==> src/rtl/io_oc_pkg.sv <==
// rtl/io_oc_pkg.sv - channel state type and OC field helpers shared by the OC controller
package io_oc_pkg;

   typedef enum logic [1:0] {
      OC_IDLE   = 2'd0,
      OC_PEND   = 2'd1,
      OC_ACTIVE = 2'd2,
      OC_DRAIN  = 2'd3
   } oc_state_e;

   localparam int OC_MAXW  = 16;
   localparam int OC_IDX_W = 4;

   function automatic int oc_in_bit(int ocw);
      return ocw - 2;
   endfunction

   function automatic int oc_slow_bit(int ocw);
      return ocw - 1;
   endfunction

   function automatic logic oc_is_slow(logic [OC_MAXW-1:0] op, int ocw);
      return op[OC_IDX_W'(oc_slow_bit(ocw))];
   endfunction

endpackage

==> src/rtl/io_oc_ctl_mc_if.sv <==
// rtl/io_oc_ctl_mc_if.sv - command, device and status bundle of the multi-channel OC controller
interface io_oc_ctl_mc_if #(
   parameter int NCH = 2,
   parameter int OCW = 4
);
   localparam int CHW = (NCH > 1) ? $clog2(NCH) : 1;

   logic               T0;
   logic               DS;
   logic [CHW-1:0]     cmd_ch;
   logic [OCW-1:0]     cmd_op;
   logic [NCH-1:0]     key_stop;
   logic [NCH-1:0]     dev_done;
   logic [NCH*OCW-1:0] oc;
   logic [NCH-1:0]     ready;
   logic [NCH-1:0]     fast_in;
   logic [NCH-1:0]     fast_out;
   logic [NCH-1:0]     slow_in;
   logic [NCH-1:0]     slow_out;
   logic [NCH-1:0]     fast_grant;
   logic [NCH-1:0]     timeout;
   logic               cmd_err;

   modport master (
      output T0, DS, cmd_ch, cmd_op, key_stop, dev_done,
      input  oc, ready, fast_in, fast_out, slow_in, slow_out, fast_grant, timeout, cmd_err
   );

   modport slave (
      input  T0, DS, cmd_ch, cmd_op, key_stop, dev_done,
      output oc, ready, fast_in, fast_out, slow_in, slow_out, fast_grant, timeout, cmd_err
   );

endinterface

==> src/rtl/io_oc_rr_arb.sv <==
// rtl/io_oc_rr_arb.sv - round-robin owner selection for the shared fast path
module io_oc_rr_arb #(
   parameter int NCH = 2
) (
   input  logic           clk,
   input  logic           rst_n,
   input  logic           en,
   input  logic           busy,
   input  logic [NCH-1:0] req,
   output logic [NCH-1:0] gnt
);
   localparam int PW = (NCH > 1) ? $clog2(NCH) : 1;

   logic [PW-1:0] ptr_q;
   logic [PW-1:0] ptr_d;

   always_ff @(posedge clk or negedge rst_n) begin
      if (!rst_n) begin
         ptr_q <= '0;
      end else begin
         ptr_q <= ptr_d;
      end
   end

   // Scan starts at the pointer so the last winner goes to the back of the line.
   always_comb begin : p_pick
      int   idx;
      logic found;
      gnt   = '0;
      ptr_d = ptr_q;
      found = 1'b0;
      idx   = 0;
      if (en && !busy) begin
         for (int k = 0; k < NCH; k++) begin
            idx = (int'(ptr_q) + k) % NCH;
            if (!found && req[PW'(idx)]) begin
               found            = 1'b1;
               gnt[PW'(idx)]    = 1'b1;
               ptr_d            = PW'((idx + 1) % NCH);
            end
         end
      end
   end

endmodule

==> src/rtl/io_oc_ctl_mc.sv <==
// rtl/io_oc_ctl_mc.sv - per-channel OC registers and control FSMs with arbitrated fast path and watchdog
module io_oc_ctl_mc
   import io_oc_pkg::*;
#(
   parameter int NCH    = 2,
   parameter int OCW    = 4,
   parameter int TO_W   = 12,
   parameter int TO_LIM = 4000
) (
   input logic           CLOCK,
   input logic           rst_n,
   io_oc_ctl_mc_if.slave bus
);
   localparam int              CHW         = (NCH > 1) ? $clog2(NCH) : 1;
   localparam int              OC_IN_BIT   = oc_in_bit(OCW);
   localparam int              OC_SLOW_BIT = oc_slow_bit(OCW);
   localparam logic [TO_W-1:0] WD_LAST     = TO_W'(TO_LIM - 1);

   logic [NCH-1:0] req_vec;
   logic [NCH-1:0] gnt_vec;
   logic [NCH-1:0] fg_vec;
   logic [NCH-1:0] rej_vec;
   logic           cmd_nz;
   logic           cmd_err_q;
   logic           cmd_err_d;

   assign cmd_nz = |bus.cmd_op;

   io_oc_rr_arb #(.NCH(NCH)) u_arb (
      .clk   (CLOCK),
      .rst_n (rst_n),
      .en    (bus.T0),
      .busy  (|fg_vec),
      .req   (req_vec),
      .gnt   (gnt_vec)
   );

   for (genvar g = 0; g < NCH; g++) begin : g_ch
      oc_state_e       st_q, st_d;
      logic [OCW-1:0]  oc_q, oc_d;
      logic [TO_W-1:0] wd_q, wd_d;
      logic            to_q, to_d;
      logic            fg_q, fg_d;
      logic            hit, stop, expire;
      logic            rdy, live, slow, dir_in;

      assign hit    = bus.DS && (bus.cmd_ch == CHW'(g));
      assign expire = (st_q == OC_ACTIVE) && bus.T0 && (wd_q >= WD_LAST);
      assign stop   = bus.key_stop[g] || (hit && !cmd_nz) || expire;

      // A channel being stopped this cycle must not win the fast path.
      assign req_vec[g] = (st_q == OC_PEND) && !stop;
      assign rej_vec[g] = hit && cmd_nz && ((st_q != OC_IDLE) || bus.key_stop[g]);
      assign fg_vec[g]  = fg_q;

      always_ff @(posedge CLOCK or negedge rst_n) begin
         if (!rst_n) begin
            st_q <= OC_IDLE;
            oc_q <= '0;
            wd_q <= '0;
            to_q <= 1'b0;
            fg_q <= 1'b0;
         end else begin
            st_q <= st_d;
            oc_q <= oc_d;
            wd_q <= wd_d;
            to_q <= to_d;
            fg_q <= fg_d;
         end
      end

      always_comb begin
         st_d = st_q;
         oc_d = oc_q;
         wd_d = wd_q;
         to_d = to_q;
         fg_d = fg_q;
         if ((st_q != OC_IDLE) && stop) begin
            st_d = OC_IDLE;
            oc_d = '0;
            fg_d = 1'b0;
            if (expire) begin
               to_d = 1'b1;
            end
         end else begin
            case (st_q)
               OC_IDLE: begin
                  if (hit && cmd_nz && !bus.key_stop[g]) begin
                     oc_d = bus.cmd_op;
                     to_d = 1'b0;
                     wd_d = '0;
                     st_d = oc_is_slow(OC_MAXW'(bus.cmd_op), OCW) ? OC_ACTIVE : OC_PEND;
                  end
               end
               OC_PEND: begin
                  if (gnt_vec[g]) begin
                     st_d = OC_ACTIVE;
                     fg_d = 1'b1;
                     wd_d = '0;
                  end
               end
               OC_ACTIVE: begin
                  if (bus.dev_done[g]) begin
                     st_d = OC_DRAIN;
                  end else if (bus.T0 && (wd_q != '1)) begin
                     wd_d = wd_q + 1'b1;
                  end
               end
               OC_DRAIN: begin
                  if (bus.T0) begin
                     st_d = OC_IDLE;
                     oc_d = '0;
                     fg_d = 1'b0;
                  end
               end
               default: st_d = OC_IDLE;
            endcase
         end
      end

      always_comb begin
         rdy    = (st_q == OC_IDLE);
         live   = (st_q == OC_ACTIVE) || (st_q == OC_DRAIN);
         slow   = oc_q[OC_SLOW_BIT];
         dir_in = oc_q[OC_IN_BIT];
      end

      assign bus.oc[g*OCW +: OCW] = oc_q;
      assign bus.ready[g]         = rdy;
      assign bus.fast_in[g]       = live && !slow && dir_in;
      assign bus.fast_out[g]      = live && !slow && !dir_in;
      assign bus.slow_in[g]       = live && slow && dir_in;
      assign bus.slow_out[g]      = live && slow && !dir_in;
      assign bus.fast_grant[g]    = fg_q;
      assign bus.timeout[g]       = to_q;
   end

   always_comb begin
      cmd_err_d = 1'b0;
      if (bus.DS) begin
         cmd_err_d = (32'(bus.cmd_ch) >= 32'(NCH)) || (|rej_vec);
      end
   end

   always_ff @(posedge CLOCK or negedge rst_n) begin
      if (!rst_n) begin
         cmd_err_q <= 1'b0;
      end else begin
         cmd_err_q <= cmd_err_d;
      end
   end

   assign bus.cmd_err = cmd_err_q;

endmodule
==> src/flat_wrapper.sv <==
// flat-port wrapper written by rule: the top's interface ports become plain ports
module io_oc_ctl_mc_flat import io_oc_pkg::*;
#(
   parameter int NCH    = 2,
   parameter int OCW    = 4,
   parameter int TO_W   = 12,
   parameter int TO_LIM = 4000
)
  (CLOCK, rst_n, bus_T0, bus_DS, bus_cmd_ch, bus_cmd_op, bus_key_stop, bus_dev_done, bus_oc, bus_ready, bus_fast_in, bus_fast_out, bus_slow_in, bus_slow_out, bus_fast_grant, bus_timeout, bus_cmd_err);
  io_oc_ctl_mc_if #(.NCH(NCH), .OCW(OCW)) bus_i ();
  input logic CLOCK;
  input logic rst_n;
  input wire logic [$bits(bus_i.T0)-1:0] bus_T0;
  input wire logic [$bits(bus_i.DS)-1:0] bus_DS;
  input wire logic [$bits(bus_i.cmd_ch)-1:0] bus_cmd_ch;
  input wire logic [$bits(bus_i.cmd_op)-1:0] bus_cmd_op;
  input wire logic [$bits(bus_i.key_stop)-1:0] bus_key_stop;
  input wire logic [$bits(bus_i.dev_done)-1:0] bus_dev_done;
  output wire logic [$bits(bus_i.oc)-1:0] bus_oc;
  output wire logic [$bits(bus_i.ready)-1:0] bus_ready;
  output wire logic [$bits(bus_i.fast_in)-1:0] bus_fast_in;
  output wire logic [$bits(bus_i.fast_out)-1:0] bus_fast_out;
  output wire logic [$bits(bus_i.slow_in)-1:0] bus_slow_in;
  output wire logic [$bits(bus_i.slow_out)-1:0] bus_slow_out;
  output wire logic [$bits(bus_i.fast_grant)-1:0] bus_fast_grant;
  output wire logic [$bits(bus_i.timeout)-1:0] bus_timeout;
  output wire logic [$bits(bus_i.cmd_err)-1:0] bus_cmd_err;
  assign bus_i.T0 = bus_T0;
  assign bus_i.DS = bus_DS;
  assign bus_i.cmd_ch = bus_cmd_ch;
  assign bus_i.cmd_op = bus_cmd_op;
  assign bus_i.key_stop = bus_key_stop;
  assign bus_i.dev_done = bus_dev_done;
  assign bus_oc = bus_i.oc;
  assign bus_ready = bus_i.ready;
  assign bus_fast_in = bus_i.fast_in;
  assign bus_fast_out = bus_i.fast_out;
  assign bus_slow_in = bus_i.slow_in;
  assign bus_slow_out = bus_i.slow_out;
  assign bus_fast_grant = bus_i.fast_grant;
  assign bus_timeout = bus_i.timeout;
  assign bus_cmd_err = bus_i.cmd_err;
  io_oc_ctl_mc #(.NCH(NCH), .OCW(OCW), .TO_W(TO_W), .TO_LIM(TO_LIM)) u_core (.CLOCK(CLOCK), .rst_n(rst_n), .bus(bus_i));
endmodule
==> config.mk <==
export PLATFORM = sky130hd
export DESIGN_NAME = io_oc_ctl_mc_flat
export DESIGN_NICKNAME = d
export VERILOG_FILES = /design/src/rtl/io_oc_pkg.sv /design/src/rtl/io_oc_ctl_mc_if.sv /design/src/rtl/io_oc_rr_arb.sv /design/src/rtl/io_oc_ctl_mc.sv /design/src/flat_wrapper.sv
export SDC_FILE = /design/constraint.sdc
export NUM_CORES = 1
export LEC_CHECK = 0
export BUFFER_PORTS_ARGS = -buffer_cell sky130_fd_sc_hd__buf_2
export CORE_MARGIN = 1
export CORE_UTILIZATION = 42
export DETAILED_ROUTE_END_ITERATION = 12
export PLACE_DENSITY = 0.72
export SYNTH_ARGS = -nofsm -noshare
export SYNTH_HDL_FRONTEND = slang
export SYNTH_SLANG_ARGS = --single-unit
==> constraint.sdc <==
create_clock -name CLOCK -period 2.7 [get_ports CLOCK]
set_clock_uncertainty 0.2 [all_clocks]
set_input_delay 0.405 -clock CLOCK [delete_from_list [all_inputs] [get_ports CLOCK]]
set_output_delay 0.405 -clock CLOCK [all_outputs]
set_load 0.005 [all_outputs]
==> out/qor.csv <==
stage;metric;value;unit
status;status;finished clean;
setup_path;reg2regPathDepth;7;
routing;first_pass_iters;4;
routing;detail_route.vias_per_cell;5.84;
hold_path;hold_class;in -> async;
timing;hold_viol_final;0;
floorplanning;die_area;0.00692;mm^2
logic_synthesis;yosysSeqAreaShare;0.379;
placement;dp_hpwl;4.63;mm
setup_path;worstPathRequired;2.69;ns
timing;fin_crit_sh;0.909;
power_and_ir_drop;ir_drop;0.518;mV
floorplanning;start_util;0.436;
routing;drt-initial-drc-count;217;
layout;fin_nets;359;
timing;max-slew-margin-rel;0.369;
clock_tree;clkSinkCount;42;
layout;post-route-util;0.483;
global_route;overflow;0;
timing;worstMarginPinSlew;0.947;ns
logic_synthesis;synth.net_count;328;
logic_synthesis;ys.flop_type;dfrtp_1;
placement;io_buffers;35;
logic_synthesis;synth_edf_count;0;
logic_synthesis;async_flop_share;1.00;
logic_synthesis;synth_top_area_frac;0.379;
logic_synthesis;ys_warn_count;0;
global_route;grt_start_max_net_pins;43;
clock_tree;cts_resized;0;
global_route;antenna_found_initial;0;
layout;diodes;0;
power_and_ir_drop;p_leak;1.39;nW
global_route;grt_pass1_wl;11.1;mm
timing;fmax;408;MHz
clock_tree;h-tree-depth;2;
timing;slew_viol_final;0;
setup_path;timing.rr.end;u_core.g_ch[1].wd_q[10];
clock_tree;numCtsBuffers;5;
routing;route.antenna.remaining_nets;0;
setup_path;cp-end-kind;register;
logic_synthesis;synth.distinct_cells;60;
routing;drc;0;
timing;finalSetupTns;0;ns
setup_path;crit_slowest_cell;dfrtp_1;
clock_tree;clockRootBuffer;clkbuf_8;
routing;vias;2418;
clock_tree;cts_tree;done;
timing;finalSetupViolations;0;
floorplanning;dieWidth;83.2;um
timing;fin_crit;2.45;ns
routing;wl_per_cell;15.4;um
setup_path;critical_path_class;reg -> reg;
clock_tree;clock_latency;0.29;ns
logic_synthesis;ys_top_cells_by_area;dfrtp_1 38%, ha_1 4.5%, o21ai_0 4.5%, nand2_1 4.1%, nor2_1 3.7%;
setup_path;crit_fanout;6;
power_and_ir_drop;power_density;844;mW/mm^2
clock_tree;cts.reportedPaths.clkPinSlew;0.08;ns
global_route;grt_pass1_vias;2266;
logic_synthesis;syn_area_per_cell;9.08;um^2
setup_path;max_stage_delay;0.40;ns
setup_path;crit_buf_inv;0;
layout;syn_to_final_growth;10.6;%
layout;most-common-layout-cells;42 x dfrtp_1, 35 x buf_2, 30 x nand2_1;
logic_synthesis;yosysTopAreaCell;dfrtp_1;
global_route;grt.total_usage;0.195;
timing;grt_setup_unrepaired;false;
placement;gp_congestion;0.814;
logic_synthesis;syn_area;0.00277;mm^2
floorplanning;io-pin-count;36;
setup_path;rr_startpoint;u_core.g_ch[1].wd_q[0];
layout;drive_above_1_share;0.226;
floorplanning;dieHeight;83.2;um
routing;drt_wl_total;6.36;mm
layout;final_common_cell;dfrtp_1;
layout;num-fill-cells;604;
setup_path;path_cells;ha_1 > and4_1 > o31a_1 > a21boi_0 > or2_2 > nand3_1 > o41ai_1;
job;max_cap_violations;0;
floorplanning;row_count;29;
layout;seq_area;0.00105;mm^2
logic_synthesis;syn_inst;305;
floorplanning;core-area;0.00635;mm^2
layout;multi_input_area;0.00155;mm^2
clock_tree;cts_buffer_depth;2;
setup_path;cp.arrival;2.44;ns
clock_tree;hold_buffers;0;
clock_tree;cts_setup_buffers;0;
timing;worst_slack;0.246;ns
setup_path;r2r_slack;0.25;ns
setup_path;crit_family;compound AO/OA/AOI/OAI gates;
logic_synthesis;synth_seq_cells;42;
setup_path;startpoint_type;register;
placement;placement.setup.worst_slack;0.200;ns
[layer usage]
metal	track usage	routed length, um	vias to the layer above
li1	-	-	1182
met3	0.0249	310	10
met5	0	0	-
met2	0.288	2770	79
met4	0.0627	101	0
met1	0.295	3180	1147
[sequential cells by signal, summed over array words and instances (netlist names)]
name / count
u_core.g_ch.fg_q: 2
u_core.bus.cmd_err: 1
u_core.g_ch.oc_q: 8
u_core.g_ch.to_q: 2
u_core.u_arb.ptr_q: 1
u_core.g_ch.st_q: 4
u_core.g_ch.wd_q: 24
[area by class of cell]
| type | count | area share |
|---|---|---|
| multi-input combinational | 233 | 0.506 |
| sequential | 42 | 0.343 |
| timing repair buffer | 43 | 0.0768 |
| tap | 77 | 0.0314 |
| clock buffer | 7 | 0.0282 |
| inverter | 11 | 0.0135 |
| clock inverter | 1 | 0.00163 |
[how the worst max path moves through the flow]
stage / startpoint / end / slack (ns) / depth (start not counted)
after floorplan: u_core.g_ch[0].st_q[0] / u_core.g_ch[0].wd_q[3] / 0.36 / 9
after global placement: bus_cmd_op[3] / u_core.g_ch[1].wd_q[11] / 0.24 / 7
final: u_core.g_ch[1].wd_q[0] / u_core.g_ch[1].wd_q[10] / 0.25 / 7
after global routing: u_core.g_ch[1].wd_q[0] / u_core.g_ch[1].wd_q[9] / 0.01 / 7
after detailed placement: bus_cmd_op[3] / u_core.g_ch[1].wd_q[11] / 0.20 / 7
after CTS: u_core.g_ch[1].wd_q[0] / u_core.g_ch[1].wd_q[10] / 0.26 / 7
[cells by family after synthesis]
family,Yosys count,synth area share
multiplexers,2,0.00813
adder cells (fa/ha/maj),10,0.0452
buffers and inverters,30,0.0614
flip-flops,42,0.379
AO/OA/AOI/OAI,99,0.273
AND/OR/NAND/NOR,121,0.229
XOR/XNOR,1,0.00316
[power breakdown]
group | leakage [nW] | internal, mW | switching, mW
combinational | 0.770 | 0.538 | 0.750
sequential | 0.570 | 0.751 | 0.121
clock | 0.0482 | 0.207 | 0.219
[cell usage after synthesis, types with 3 or more instances]
cell       n
a21oi_1   11
nor3_1     4
nor2_1    27
nand2_1   30
ha_1      10
dfrtp_1   42
o21ai_1   13
a31oi_1    5
clkbuf_1   5
nand4_1    9
nand4b_1   3
and3_1     8
inv_1     11
buf_4      7
nand2b_1   7
o21ai_0   25
a22o_1     5
buf_2      4
o31ai_1    6
and4_1     4
and2_1     4
nand3_1   10
o31ai_2    7
[metrics by stage]
| stage | instances | instance area (um^2) | hold WS [ns] | total power [mW] |
|---|---|---|---|---|
| 2_1_floorplan | 305 | 2770 | -0.0906 | 1.79 |
| 3_3_place_gp | 406 | 2970 | 0.255 | 2.13 |
| 3_5_place_dp | 406 | 2970 | 0.255 | 2.16 |
| 4_1_cts | 414 | 3060 | 0.0858 | 2.59 |
| 5_1_grt | 414 | 3060 | 0.145 | 2.79 |
| 6_report | 414 | 3060 | 0.0533 | 2.59 |
(Power assumes the default switching activity.)
